## config.mk

```make
export PLATFORM = sky130hd
export DESIGN_NAME = prime_engine
export DESIGN_NICKNAME = d
export VERILOG_FILES = /design/src/rtl/prime_pkg.sv /design/src/rtl/prime_rem_seq.sv /design/src/rtl/prime_engine.sv
export SDC_FILE = /design/constraint.sdc
export NUM_CORES = 1
export LEC_CHECK = 0
export ABC_AREA = 1
export BUFFER_PORTS_ARGS = -buffer_cell sky130_fd_sc_hd__buf_2
export CAP_MARGIN = 20
export CELL_PAD_IN_SITES_DETAIL_PLACEMENT = 0
export CELL_PAD_IN_SITES_GLOBAL_PLACEMENT = 1
export CORE_UTILIZATION = 40
export CTS_CLUSTER_SIZE = 20
export DETAILED_ROUTE_END_ITERATION = 12
export HOLD_SLACK_MARGIN = 0.15
export PLACE_DENSITY_LB_ADDON = 0.05
export SYNTH_ARGS = -nofsm -noshare
export SYNTH_HDL_FRONTEND = slang
export SYNTH_HIERARCHICAL = 1
export SYNTH_SLANG_ARGS = --single-unit
```

## constraint.sdc

```tcl
create_clock -name clk -period 5.04 [get_ports clk]
set_clock_uncertainty 0.05 [all_clocks]
set_input_delay 1.008 -clock clk [delete_from_list [all_inputs] [get_ports clk]]
set_output_delay 1.008 -clock clk [all_outputs]
set_load 0.05 [all_outputs]
```

## src/rtl/prime_pkg.sv

```systemverilog
// Shared types and default widths for the prime_engine request/response block.
package prime_pkg;

  localparam int PRIME_N_W = 4;
  localparam int PRIME_P_W = 8;

  typedef enum logic [2:0] {
    IDLE,
    CAND,
    MOD,
    EVAL,
    FOUND,
    NEXT,
    DONE
  } prime_state_t;

endpackage

```

## src/rtl/prime_rem_seq.sv

```systemverilog
// Sequential remainder unit: repeated subtraction, one divisor per clock.
module prime_rem_seq
  import prime_pkg::*;
#(
  parameter int P_W = PRIME_P_W
) (
  input  logic           clk,
  input  logic           load,
  input  logic [P_W-1:0] dividend,
  input  logic [P_W-1:0] divisor,
  output logic           done,
  output logic [P_W-1:0] remainder
);

  logic [P_W-1:0] rem_q;

  // Once rem drops below the divisor it holds, so the value is stable for inspection.
  assign done      = (rem_q < divisor);
  assign remainder = rem_q;

  always_ff @(posedge clk) begin
    if (load) begin
      rem_q <= dividend;
    end else if (!done) begin
      rem_q <= rem_q - divisor;
    end
  end

endmodule

```

## src/rtl/prime_engine.sv

```systemverilog
// Returns the n-th prime (1-indexed) found by sequential trial division,
// with a valid/ready request and response handshake.
module prime_engine
  import prime_pkg::*;
#(
  parameter int N_W = PRIME_N_W,
  parameter int P_W = PRIME_P_W
) (
  input  logic           clk,
  input  logic           rst_n,
  input  logic           req_valid_i,
  input  logic [N_W-1:0] req_n_i,
  output logic           req_ready_o,
  output logic           rsp_valid_o,
  output logic [P_W-1:0] rsp_prime_o,
  output logic           rsp_err_o,
  input  logic           rsp_ready_i,
  output logic           busy_o
);

  localparam int DSQ_W = P_W + 2;
  localparam logic [P_W-1:0]   CAND_MAX = {P_W{1'b1}};
  localparam logic [DSQ_W-1:0] DSQ_INIT = DSQ_W'(4);

  prime_state_t     state_q, state_d;
  logic [N_W-1:0]   n_q, count_q, count_inc;
  logic [P_W-1:0]   cand_q, d_q;
  logic [DSQ_W-1:0] dsq_q, dsq_nxt, cand_ext;
  logic [P_W-1:0]   prime_q;
  logic             err_q;
  logic             rem_load, rem_done;
  logic [P_W-1:0]   rem;

  // (d+1)^2 = d^2 + 2d + 1; the extra two bits keep this from wrapping.
  function automatic logic [DSQ_W-1:0] dsq_step(input logic [DSQ_W-1:0] dsq,
                                                input logic [P_W-1:0]   d);
    return dsq + {1'b0, d, 1'b1};
  endfunction

  assign dsq_nxt   = dsq_step(dsq_q, d_q);
  assign cand_ext  = {2'b00, cand_q};
  assign count_inc = count_q + N_W'(1);

  prime_rem_seq #(.P_W(P_W)) u_rem (
    .clk       (clk),
    .load      (rem_load),
    .dividend  (cand_q),
    .divisor   (d_q),
    .done      (rem_done),
    .remainder (rem)
  );

  always_ff @(posedge clk or negedge rst_n) begin
    if (!rst_n) begin
      state_q <= IDLE;
    end else begin
      state_q <= state_d;
    end
  end

  always_comb begin
    state_d     = state_q;
    rem_load    = 1'b0;
    req_ready_o = 1'b0;
    rsp_valid_o = 1'b0;
    busy_o      = 1'b1;
    case (state_q)
      IDLE: begin
        req_ready_o = 1'b1;
        busy_o      = 1'b0;
        if (req_valid_i) state_d = (req_n_i == '0) ? DONE : CAND;
      end
      CAND: begin
        rem_load = 1'b1;
        state_d  = (DSQ_INIT > cand_ext) ? FOUND : MOD;
      end
      MOD: begin
        if (rem_done) state_d = EVAL;
      end
      EVAL: begin
        if (rem == '0) begin
          state_d = NEXT;
        end else begin
          rem_load = 1'b1;
          state_d  = (dsq_nxt > cand_ext) ? FOUND : MOD;
        end
      end
      FOUND:   state_d = (count_inc == n_q) ? DONE : NEXT;
      NEXT:    state_d = (cand_q == CAND_MAX) ? DONE : CAND;
      DONE: begin
        rsp_valid_o = 1'b1;
        if (rsp_ready_i) state_d = IDLE;
      end
      default: state_d = IDLE;
    endcase
  end

  // Search datapath: only the FSM state qualifies these, so no reset is needed.
  always_ff @(posedge clk) begin
    case (state_q)
      IDLE: begin
        if (req_valid_i) begin
          n_q     <= req_n_i;
          cand_q  <= P_W'(2);
          count_q <= '0;
        end
      end
      CAND: begin
        d_q   <= P_W'(2);
        dsq_q <= DSQ_INIT;
      end
      EVAL: begin
        if (rem != '0) begin
          d_q   <= d_q + P_W'(1);
          dsq_q <= dsq_nxt;
        end
      end
      FOUND: count_q <= count_inc;
      NEXT: begin
        if (cand_q != CAND_MAX) cand_q <= cand_q + P_W'(1);
      end
      default: ;
    endcase
  end

  always_ff @(posedge clk or negedge rst_n) begin
    if (!rst_n) begin
      prime_q <= '0;
      err_q   <= 1'b0;
    end else begin
      case (state_q)
        IDLE: begin
          if (req_valid_i && req_n_i == '0) begin
            prime_q <= '0;
            err_q   <= 1'b1;
          end
        end
        FOUND: begin
          if (count_inc == n_q) begin
            prime_q <= cand_q;
            err_q   <= 1'b0;
          end
        end
        NEXT: begin
          if (cand_q == CAND_MAX) begin
            prime_q <= '0;
            err_q   <= 1'b1;
          end
        end
        default: ;
      endcase
    end
  end

  assign rsp_prime_o = prime_q;
  assign rsp_err_o   = err_q;

endmodule

```

==> Yosys cells after proc, flatten, opt, wreduce, memory -nomap -nowiden <==
Index checks and enable logic that the tools add are counted.
{ "totals": {"register_bits": 54} }
{ "op_classes": {"eq_ne": 18, "reduce_logical": 15, "n_addsub": 5, "order_cmp": 3, "muxes": 34} }
{ "ops": {"columns": ["cell", "n"], "rows": [
  ["8-bit two-way mux", 8],
  ["8-bit case mux with 2 select lines", 2],
  ["3-bit two-way mux", 8],
  ["8-bit case mux with 3 select lines", 1],
  ["3-bit case mux with 7 select lines", 1],
  ["10-bit case mux with 2 select lines", 1],
  ["2-bit inequality test (second input constant)", 9],
  ["8-bit by 1-bit adder with 8-bit output (second input constant)", 2],
  ["10-bit by 9-bit adder with 10-bit output", 1],
  ["10-bit by 8-bit > comparator with 1-bit output", 1],
  ["10-bit two-way mux", 1],
  ["3-bit == test (second input constant)", 3],
  ["8-bit == test (second input constant)", 1],
  ["3-bit by 8-bit > comparator with 1-bit output (first input constant)", 1],
  ["8-bit logical NOT", 1],
  ["8-bit < comparator", 1],
  ["8-bit inequality test (second input constant)", 1],
  ["4-bit case mux with 2 select lines", 1],
  ["8-bit nonzero test", 1],
  ["8-bit subtractor", 1],
  ["1-bit two-way mux", 7],
  ["3-bit by 2-bit == test with 1-bit output (second input constant)", 2],
  ["2-bit AND reduction", 3],
  ["3-bit AND reduction", 2],
  ["13 further kinds", 15]
]} }

==> Longest topological paths before layout <==
Gate-level depths: netlist of the first run.
{ "logic_depth": {"word_depth": 5, "depth_mapped": 20} }

==> Hierarchy <==
Netlist of the first run, hierarchy kept.
{ "modules_own_cells": {"columns": ["module", "area_per_inst_um2", "instances", "cells_each"], "rows": [
  ["prime_engine", 2889.0, 1, 334],
  ["prime_rem_seq", 737.0, 1, 101]
]} }

==> Worst setup path after synthesis of the first run <==
OpenSTA, ideal clock, no wires.
{ "synth_timing": {"path_kind": "reg-to-reg", "start": "register state_q[2]", "end": "register d_q[0], enable pin", "setup_slack_ps": 2300, "t_required_ps": 4572, "path_buffers": 0, "path_stages_with_launch": 6, "t_arrival_ps": 2272, "cell_sequence": "dfrtp_1 inv_2 nand2_1 nor2_1 inv_2 o21ai_0"} }
{ "synth_between": {"elab_chain_len": 3} }
{ "synth_lines": {"columns": ["element", "line", "rtl"], "rows": [
  ["from (decl)", "prime_engine.sv:25", "prime_state_t state_q, state_d;"],
  ["from (signal assigned)", "prime_engine.sv:57", "state_q <= state_d;"],
  ["3-bit by 2-bit == test with 1-bit output or 3-bit by 1-bit == test with 1-bit output (tied branches)", "prime_engine.sv:100", "case (state_q)"],
  ["2-bit inequality test (no source line) or 2-bit nonzero test (tied branches)", null, null],
  ["2-bit AND reduction (no source line) *", null, null],
  ["to (signal assigned)", "prime_engine.sv:114", "d_q <= d_q + P_W'(1);"],
  ["to (decl)", "prime_engine.sv:27", "logic [P_W-1:0] cand_q, d_q;"]
]} }
Mark *: on every way between the ends. The rest lies on a longest branch, timed or not.
A chain may end at the register's enable or synchronous reset.

==> Worst setup path after layout of the first run <==
{ "layout_timing": {"start": "register d_q[1]", "end": "register state_q[1]"} }
{ "layout_between": {"elab_chain_len": 5} }
{ "layout_lines": {"columns": ["element", "line", "rtl"], "rows": [
  ["10-bit by 9-bit adder with 10-bit output", "prime_engine.sv:37", "return dsq + {1'b0, d, 1'b1};"],
  ["net dsq_nxt[7]", "prime_engine.sv:28", "logic [DSQ_W-1:0] dsq_q, dsq_nxt, cand_ext;"],
  ["10-bit by 8-bit > comparator with 1-bit output", "prime_engine.sv:85", "state_d = (dsq_nxt > cand_ext) ? FOUND : MOD;"],
  ["3-bit two-way mux", "prime_engine.sv:85", null],
  ["3-bit two-way mux", "prime_engine.sv:81", "if (rem == '0) begin"],
  ["3-bit case mux with 7 select lines", "prime_engine.sv:67", "case (state_q)"]
]} }
The timed path passes the listed nets, and every way through them passes these cells.

==> qor.yml, run 1 <==
status: "completed"
root_buffer: "clkbuf_8"
gp_congestion: 0.872
initial_core_util_pct: 41.4
vias: 2806
drc: 0
synthCells: 435
io_pins: 20
synth_mux_area_share_pct: 0
clk-insertion-delay-late_ns: 0.32
ys_ff_latch: 54
core_mm2: 0.00876
via_per_inst: 4.91
htree_levels: 2
hold_slack_ns: 0.452
relSlewSlack_pct: 58.2
design.die.area_mm2: 0.00945
first_iter_violations: 132
slew_violations: 0
die_h_um: 97.2
portBuffers: 19
avgSynthCellArea_um2: 8.34
rsz0062_at_grt: "no"
grt_max_degree: 19
hp-class: "reg2reg"
synth_fa_ha_area_share_pct: 10.8
cts_tree: "done"
final_common_cell: "nand2_1"
fin_crit_ns: 2.88
grt_pass1_wl_um: 13600
postCtsResizedCells: 0
stdcell_area_mm2: 0.00396
cp_common_cell: "nand2_1"
wire_per_inst_um: 14.0
synth-simple-area-share_pct: 26.1
netlist_area_mm2: 0.00363
yosysSeqAreaShare_pct: 43.1
grt_pass1_vias: 2661
antenna_left: 0
synth_top_family_by_area: "simple AND/OR/NAND/NOR gates"
regToRegSetupSlack_ns: 2.16
required_ns: 5.25
syn_to_final_growth_pct: 9.32
cts_buffers: 5
cp.arrival_ns: 3.09
max_freq_ghz: 0.347
cts_setup_buffers: 0
synth_top_area_share_pct: 34.8
synth_area_leaders: "edfxtp_1 (35%), nand2_1 (9.9%), ha_1 (9.7%), dfrtp_1 (8.3%), inv_1 (5.8%)"
dpl_cell_area_mm2: 0.00387
grt-ovfl-total: 0
antenna_found_initial: 0
drive_gt1_share_pct: 14.0
track_usage_pct: 18.2
die_w_um: 97.2
synth_top_area_cell: "edfxtp_1"
firstDrtPassIters: 4
synth_compound_area_share_pct: 8.66
nets: 500
clkTransAtPathRegs_ns: 0.10
clockBufferDepth: 2
tightest_slew_ns: 0.621
diodes: 0
cp-end-kind: "flop"
startpoint_type: "flop"
holdBufCountCts: 0
fin_setup_tns_ns: 0
routed_wl_um: 8010
fin_crit_sh_pct: 57.1
synth_cell_type_count: 42
dp_hpwl_um: 6340
final_hold_viol_count: 0
synthXorXnorAreaFrac_pct: 3.59
cp_slowest_cell: "edfxtp_1"
utilization_pct: 45.2
setup_viol: 0
syn_nets: 473
crit_chain: "ha_1, nand2_1, nand2_1, nand2_1, nand2_1, a21oi_1, o21bai_1, xnor2_1, inv_1, ha_1, nand2_1, inv_1, nand4_1, a21oi_1, nand4_1, nand2_1, nand2_1, nand2_1"
critPathKind: "reg2reg"
mostFrequentLayoutCells: "nand2_1 (96), inv_1 (56), nor2_1 (52), edfxtp_1 (42), ha_1 (28)"
cts.sinks: 54
critPathMaxFanout: 4
critPathMaxStageDelay_ns: 0.49
cap_violations: 0
std_cell_rows: 34
synth_warnings: 6
[cells by family after synthesis]
kind of cell | Yosys count
flops | 54
simple gates | 207
compound gates | 57
buf+inv | 73
xor+xnor | 14
fa+ha+maj | 30
[worst paths after layout]
check                               start              to  depth (start not counted)
min in group asynchronous           rst_n  rsp_prime_o[6]                          1
min                        rsp_prime_o[5]  rsp_prime_o[5]                          2
max in group asynchronous           rst_n  rsp_prime_o[7]                          1
max reg2reg                        d_q[1]      state_q[1]                         18
max                                d_q[1]      state_q[1]                         18
min reg2reg                rsp_prime_o[5]  rsp_prime_o[5]                          2
[area by class of cell]
type	instances	area (um2)
Fill cell	895	4800
Multi-Input combinational cell	308	1780
Sequential cell	54	1560
Inverter	71	274
Tap cell	108	135
Timing Repair Buffer	22	118
Clock buffer	6	82.6
Clock inverter	2	11.3
[state kept, by name, summed over array words and instances, names as in the netlist]
register and flops:
n_q 4, u_rem/remainder 8, rsp_prime_o 8, d_q 8, count_q 4, cand_q 8
rsp_err_o 1, state_q 3, dsq_q 10
[synthesized netlist by cell type]
master and instances:
nand2_1 96, inv_1 56, nor2_1 52, edfxtp_1 42, ha_1 28, o21ai_1 23
a21oi_1 18, nand3_1 15, dfrtp_1 12, inv_2 11, nand4_1 9, o21ai_0 7
xor2_1 7, nor2_2 6, xnor2_1 6, nor3_1 5, or2_1 5, nand3_2 3
nand3b_1 3, o21a_1 3, o21bai_1 3, and2_4 2, clkinv_1 2, fa_1 2
nand2_2 2, a211oi_1 1, and2_1 1, buf_2 1, clkbuf_1 1, clkinv_4 1
inv_4 1, nand2_4 1, nor2_4 1, nor3_2 1, nor3_4 1, nor3b_1 1
nor4_1 1, o21ai_2 1, o22ai_2 1, or2_2 1, or2_4 1, xor2_2 1
[worst max-delay path: cells and delay by family, from the launching register on]
family	cells	cell delay (ns)
AO/OA/AOI/OAI	3	0.52
flip-flops	1	0.49
XOR/XNOR	1	0.21
adder cells (fa/ha/maj)	2	0.68
AND/OR/NAND/NOR	10	0.76
buffers and inverters	2	0.14
[routing by layer]
layer	vias up	wire, um	track usage [%]
li1	1475	-	-
met1	1299	4160	27.2
met2	25	3610	27.6
met3	7	146	1.94
met4	0	95	5.43
met5	-	0	0
[metrics by stage]
stage,worst slack (ns),std cells
after floorplan,2.30,435
after global placement,2.26,563
after detailed placement,2.22,563
after CTS,2.17,571
after global routing,1.77,571
final,2.16,571
Power of run 1 is left out: the tool's default activity adds up to more than one toggle a clock period on the data nets, which glitch-free logic cannot reach.
==> inputs of run 2 (changes only) <==
clock period = 2.9 ns   (was 5.04 ns; I/O delays follow)
==> run 2 against run 1 <==
Effect of this change: non-clock buffer count increased by 11; flip-flop and latch count stayed put; hold slack got worse by 0.051 ns; design area increased by 3.6%; die area unchanged; clock-buffer cell count is 1 higher; critical path depth fell by 1; global-route usage down 0.18 points; via count is 0.32% lower.
==> qor.yml, run 2 (synthesis results as in run 1) <==
setup_viol: 0  # unchanged
drc: 0  # unchanged
top_register: "dsq_q"
std_cell_rows: 34  # unchanged
diodes: 0  # unchanged
grt_max_degree: 19  # unchanged
firstDrtPassIters: 4  # unchanged
vias: 2797  # -0.32%
crit_chain: "buf_6, ha_1, nand2_1, nor2_2, a21oi_2, o21bai_1, xnor2_1, inv_1, ha_1, nand2_1, inv_1, nand4_1, a21oi_1, nand4_1, nand2_1, nand2_1, nand2_1"
cp_slowest_cell: "edfxtp_1"
clockBufferDepth: 2  # unchanged
nets: 511  # +2.2%
crit_start: "d_q[0]"
fin_crit_sh_pct: 90.8  # +34 points
crit_family: "simple AND/OR/NAND/NOR gates"
r2r_start: "d_q[0]"
status: "completed"
worstReg2RegEnd: "state_q[1]"
wire_per_inst_um: 13.8  # -1.8%
final_hold_viol_count: 0  # unchanged
cp-end-kind: "flop"
rsz0062_at_grt: "no"
place_worst_setup_slack_ns: 0.173  # -2.05 ns
drive_gt1_share_pct: 16.7  # +2.6 points
cts_buffers: 5  # unchanged
critPathMaxStageDelay_ns: 0.42  # -0.07 ns
gp_congestion: 0.791  # -9.3%
regToRegSetupSlack_ns: 0.27  # -1.89 ns
stdcell_area_mm2: 0.00411  # +3.6%
fin_setup_tns_ns: 0  # unchanged
fin_crit_ns: 2.63  # -0.245 ns
routed_wl_um: 8020  # +0.12%
core_mm2: 0.00876  # unchanged
grt_pass1_vias: 2751  # +3.4%
first_iter_violations: 171  # +30%
cts.sinks: 54  # unchanged
grt-ovfl-total: 0  # unchanged
critPathKind: "reg2reg"
cp.arrival_ns: 2.84  # -0.25 ns
cp.depth: 17  # -1
final_common_cell: "nand2_1"
startpoint_type: "flop"
htree_levels: 2  # unchanged
relSlewSlack_pct: 60.2  # +2.0 points
tightest_slew_ns: 0.591  # -0.0297 ns
mostFrequentLayoutCells: "nand2_1 (96), inv_1 (56), nor2_1 (51), edfxtp_1 (42), ha_1 (25)"
dp_hpwl_um: 6390  # +0.80%
required_ns: 3.11  # -2.14 ns
path_buf_inv: 3  # +1
max_freq_ghz: 0.380  # +9.3%
cp_common_cell: "nand2_1"
reg2regPathDepth: 17  # -1
fin_ws_ns: 0.267  # -1.89 ns
via_per_inst: 4.81  # -2.2%
die_w_um: 97.2  # unchanged
cts_tree: "done"
die_h_um: 97.2  # unchanged
track_usage_pct: 18.0  # -0.18 points
hold_slack_ns: 0.401  # -0.0515 ns
portBuffers: 19  # unchanged
clk-insertion-delay-late_ns: 0.31  # about the same
root_buffer: "clkbuf_8"
largest_reg_flops: 10  # unchanged
clkTransAtPathRegs_ns: 0.10  # about the same
antenna_found_initial: 0  # unchanged
grt_pass1_wl_um: 13600  # +0.25%
io_pins: 20  # unchanged
syn_to_final_growth_pct: 13.3
antenna_left: 0  # unchanged
slew_violations: 0  # unchanged
design.die.area_mm2: 0.00945  # unchanged
hp-class: "in2reg"
crit_end: "state_q[1]"
initial_core_util_pct: 41.4  # unchanged
cap_violations: 0  # unchanged
critPathMaxFanout: 5  # +1
dpl_cell_area_mm2: 0.00392  # +1.4%
==> run 2: worst min path at each step <==
stage / startpoint / end / slack [ns] / cells after the start
5_1_grt: req_n_i[0] / n_q[0] / 0.39 / 1
3_5_place_dp: rst_n / state_q[0] / 0.43 / 1
4_1_cts: req_n_i[1] / n_q[1] / 0.39 / 1
2_1_floorplan: rst_n / rsp_err_o / 0.23 / 0
3_3_place_gp: rsp_err_o / rsp_err_o / 0.42 / 1
6_report: req_n_i[1] / n_q[1] / 0.40 / 1
==> run 2: final cells by class <==
type                       instances  area [um2]
clock buffer                       7        97.6
clock inverter                     1        6.26
fill                             891        4660
inverter                          71         274
multi-input combinational        308        1830
sequential                        54        1560
tap                              108         135
timing repair buffer              33         206
==> run 2: repair_timing <==
action / in CTS / in global routing
hold endpoints to repair: 12 / 0
buffers inserted: 0 / 3
hold buffers: 1 / 0
gates resized for setup: 0 / 6
setup endpoints to repair: 0 / 2
==> run 2: per-layer routing <==
| layer | wire (um) | vias up | GRT usage (%) | share of wire (%) |
|---|---|---|---|---|
| li1 | - | 1498 | - | - |
| met1 | 4190 | 1278 | 26.0 | 52 |
| met2 | 3630 | 16 | 28.8 | 45 |
| met3 | 135 | 5 | 2.37 | 1.7 |
| met4 | 74 | 0 | 3.73 | 0.92 |
| met5 | 0 | - | 0 | 0 |
==> run 2: metrics by stage <==
step	util, %	instances
5_1_grt	46.9	582
3_3_place_gp	44.8	570
6_report	46.9	582
3_5_place_dp	44.8	570
2_1_floorplan	-	435
4_1_cts	46.1	579
Power of run 2 is left out for the same reason.
==> inputs of run 3 (changes only) <==
--- a/config.mk
+++ b/config.mk
@@ -9,7 +9,7 @@
 export BUFFER_PORTS_ARGS = -buffer_cell sky130_fd_sc_hd__buf_2
 export CAP_MARGIN = 20
-export CELL_PAD_IN_SITES_DETAIL_PLACEMENT = 0
-export CELL_PAD_IN_SITES_GLOBAL_PLACEMENT = 1
-export CORE_UTILIZATION = 40
+export CELL_PAD_IN_SITES_DETAIL_PLACEMENT = 1
+export CELL_PAD_IN_SITES_GLOBAL_PLACEMENT = 2
+export CORE_UTILIZATION = 38
 export CTS_CLUSTER_SIZE = 20
 export DETAILED_ROUTE_END_ITERATION = 12
==> constraint.sdc (replaced) <==
create_clock -name clk -period 2.9 [get_ports clk]
set_clock_uncertainty 0.05 [all_clocks]
set_input_delay 0.145 -clock clk [delete_from_list [all_inputs] [get_ports clk]]
set_output_delay 0.145 -clock clk [all_outputs]
set_load 0.05 [all_outputs]
==> run 3 against run 2 <==
Effect of this change: core utilization down 0.81 points; design area up 3.6%; first-iteration DRC count down 46%; setup slack worse by 0.077 ns; critical endpoint is now state_q[2].
==> qor.yml, run 3 (synthesis results as in run 1) <==
grt_pass1_vias: 3172  # +15%
largest_reg_flops: 10  # unchanged
critPathMaxStageDelay_ns: 0.43  # about the same
grt_pass1_wl_um: 15500  # +13%
syn_to_final_growth_pct: 17.4
dpl_cell_area_mm2: 0.00393  # +0.29%
grt_max_degree: 19  # unchanged
first_iter_violations: 92  # -46%
nets: 518  # +1.4%
cts_buffers: 5  # unchanged
required_ns: 3.07  # -0.04 ns
clockBufferDepth: 2  # unchanged
cts.sinks: 54  # unchanged
critPathKind: "reg2reg"
drive_gt1_share_pct: 19.1  # +2.5 points
initial_core_util_pct: 39.2  # -2.1 points
firstDrtPassIters: 4  # unchanged
slew_violations: 0  # unchanged
final_hold_viol_count: 0  # unchanged
fin_crit_ns: 2.71  # +0.0765 ns
cp.arrival_ns: 2.87  # +0.03 ns
nFillCells: 1122  # +26%
fin_setup_tns_ns: 0  # unchanged
multiInputGateArea_mm2: 0.00188  # +2.9%
top_register: "dsq_q"
antenna_left: 0  # unchanged
final_common_cell: "nand2_1"
via_per_inst: 4.90  # +1.9%
fin_crit_sh_pct: 93.4  # +2.6 points
stdcell_area_mm2: 0.00426  # +3.6%
mostFrequentLayoutCells: "nand2_1 (90), inv_1 (56), nor2_1 (51), edfxtp_1 (42)"
crit_chain: "ha_4, a21oi_1, nand2_2, a21oi_2, o21bai_1, xnor2_1, inv_1, ha_4, nand2_1, inv_1, nand4_1, nand2_1, nand4_1, nand2_1, nand2_1, nand2_1, nand2_1"
tightest_slew_ns: 0.541  # -0.0506 ns
design.die.area_mm2: 0.00994  # +5.2%
track_usage_pct: 20.2  # +2.2 points
area.sequential_mm2: 0.00156  # unchanged
max_freq_ghz: 0.369  # -2.8%
die_h_um: 99.7  # +2.5%
diodes: 0  # unchanged
reg2regPathDepth: 17  # unchanged
root_buffer: "clkbuf_8"
dp_hpwl_um: 7250  # +14%
cp_slowest_cell: "edfxtp_1"
drc: 0  # unchanged
vias: 2988  # +6.8%
setup_viol: 0  # unchanged
hp-class: "in2async"
antenna_found_initial: 0  # unchanged
gp_congestion: 0.790  # -0.10%
routed_wl_um: 9240  # +15%
startpoint_type: "flop"
clkTransAtPathRegs_ns: 0.10  # about the same
wire_per_inst_um: 15.1  # +9.9%
grt-ovfl-total: 0  # unchanged
htree_levels: 2  # unchanged
io_pins: 20  # unchanged
relSlewSlack_pct: 63.6  # +3.4 points
cts_tree: "done"
clk-insertion-delay-late_ns: 0.31  # about the same
portBuffers: 19  # unchanged
die_w_um: 99.7  # +2.5%
status: "completed"
core_mm2: 0.00924  # +5.4%
cp_common_cell: "nand2_1"
cap_violations: 0  # unchanged
std_cell_rows: 35  # +2.9%
critPathMaxFanout: 4  # -1
cp-end-kind: "flop"
[run 3: metal layers]
layer | routed length, um | global-route usage (%) | part of all wire, % | up-vias
met2 | 4520 | 35.9 | 49 | 35
met4 | 134 | 5.77 | 1.5 | 0
met5 | 0 | 0 | 0 | -
li1 | - | - | - | 1512
met1 | 4360 | 25.6 | 47 | 1432
met3 | 221 | 2.74 | 2.4 | 9
[run 3: final cells by class]
cell class,instances,area share [%]
clock buffer,8,2.62
inverter,71,6.44
multi-input combinational,308,44.2
sequential,54,36.7
tap,129,3.79
timing repair buffer,40,6.29
[run 3: final timing paths]
check / startpoint / end / slack, ns
setup / recovery: dsq_q[4] / state_q[2] / 0.19
max in group asynchronous: rst_n / rsp_prime_o[2] / 2.37
hold / removal: rst_n / state_q[0] / 0.18
setup reg to reg: dsq_q[4] / state_q[2] / 0.19
min in group clk: req_valid_i / n_q[3] / 0.21
hold reg to reg: rsp_prime_o[2] / rsp_prime_o[2] / 0.46
[run 3: critical path, delay by kind of cell, from the launching register on]
kind | cells | cell delay (ns)
fa+ha+maj | 2 | 0.56
buf+inv | 2 | 0.19
xor+xnor | 1 | 0.27
flops | 1 | 0.43
compound gates | 3 | 0.44
simple gates | 9 | 0.67
[run 3: stage by stage]
stage	util [%]	hold WS, ns	cells	worst slack, ns
floorplan	-	-0.201	435	0.160
global placement	42.6	0.00550	589	0.0888
detailed placement	42.6	0.00717	589	0.0573
CTS	44.4	0.186	603	0.0277
global route	46.1	0.207	610	-0.0223
finish	46.1	0.184	610	0.191
[run 3: repair_timing]
action / in CTS / in global routing
endpoints found under the setup margin: 0 / 2
endpoints found under the hold margin: 18 / 0
hold buffers: 6 / 0
setup buffers: 0 / 7
gates resized for setup: 0 / 16
Power of run 3 is left out for the same reason.
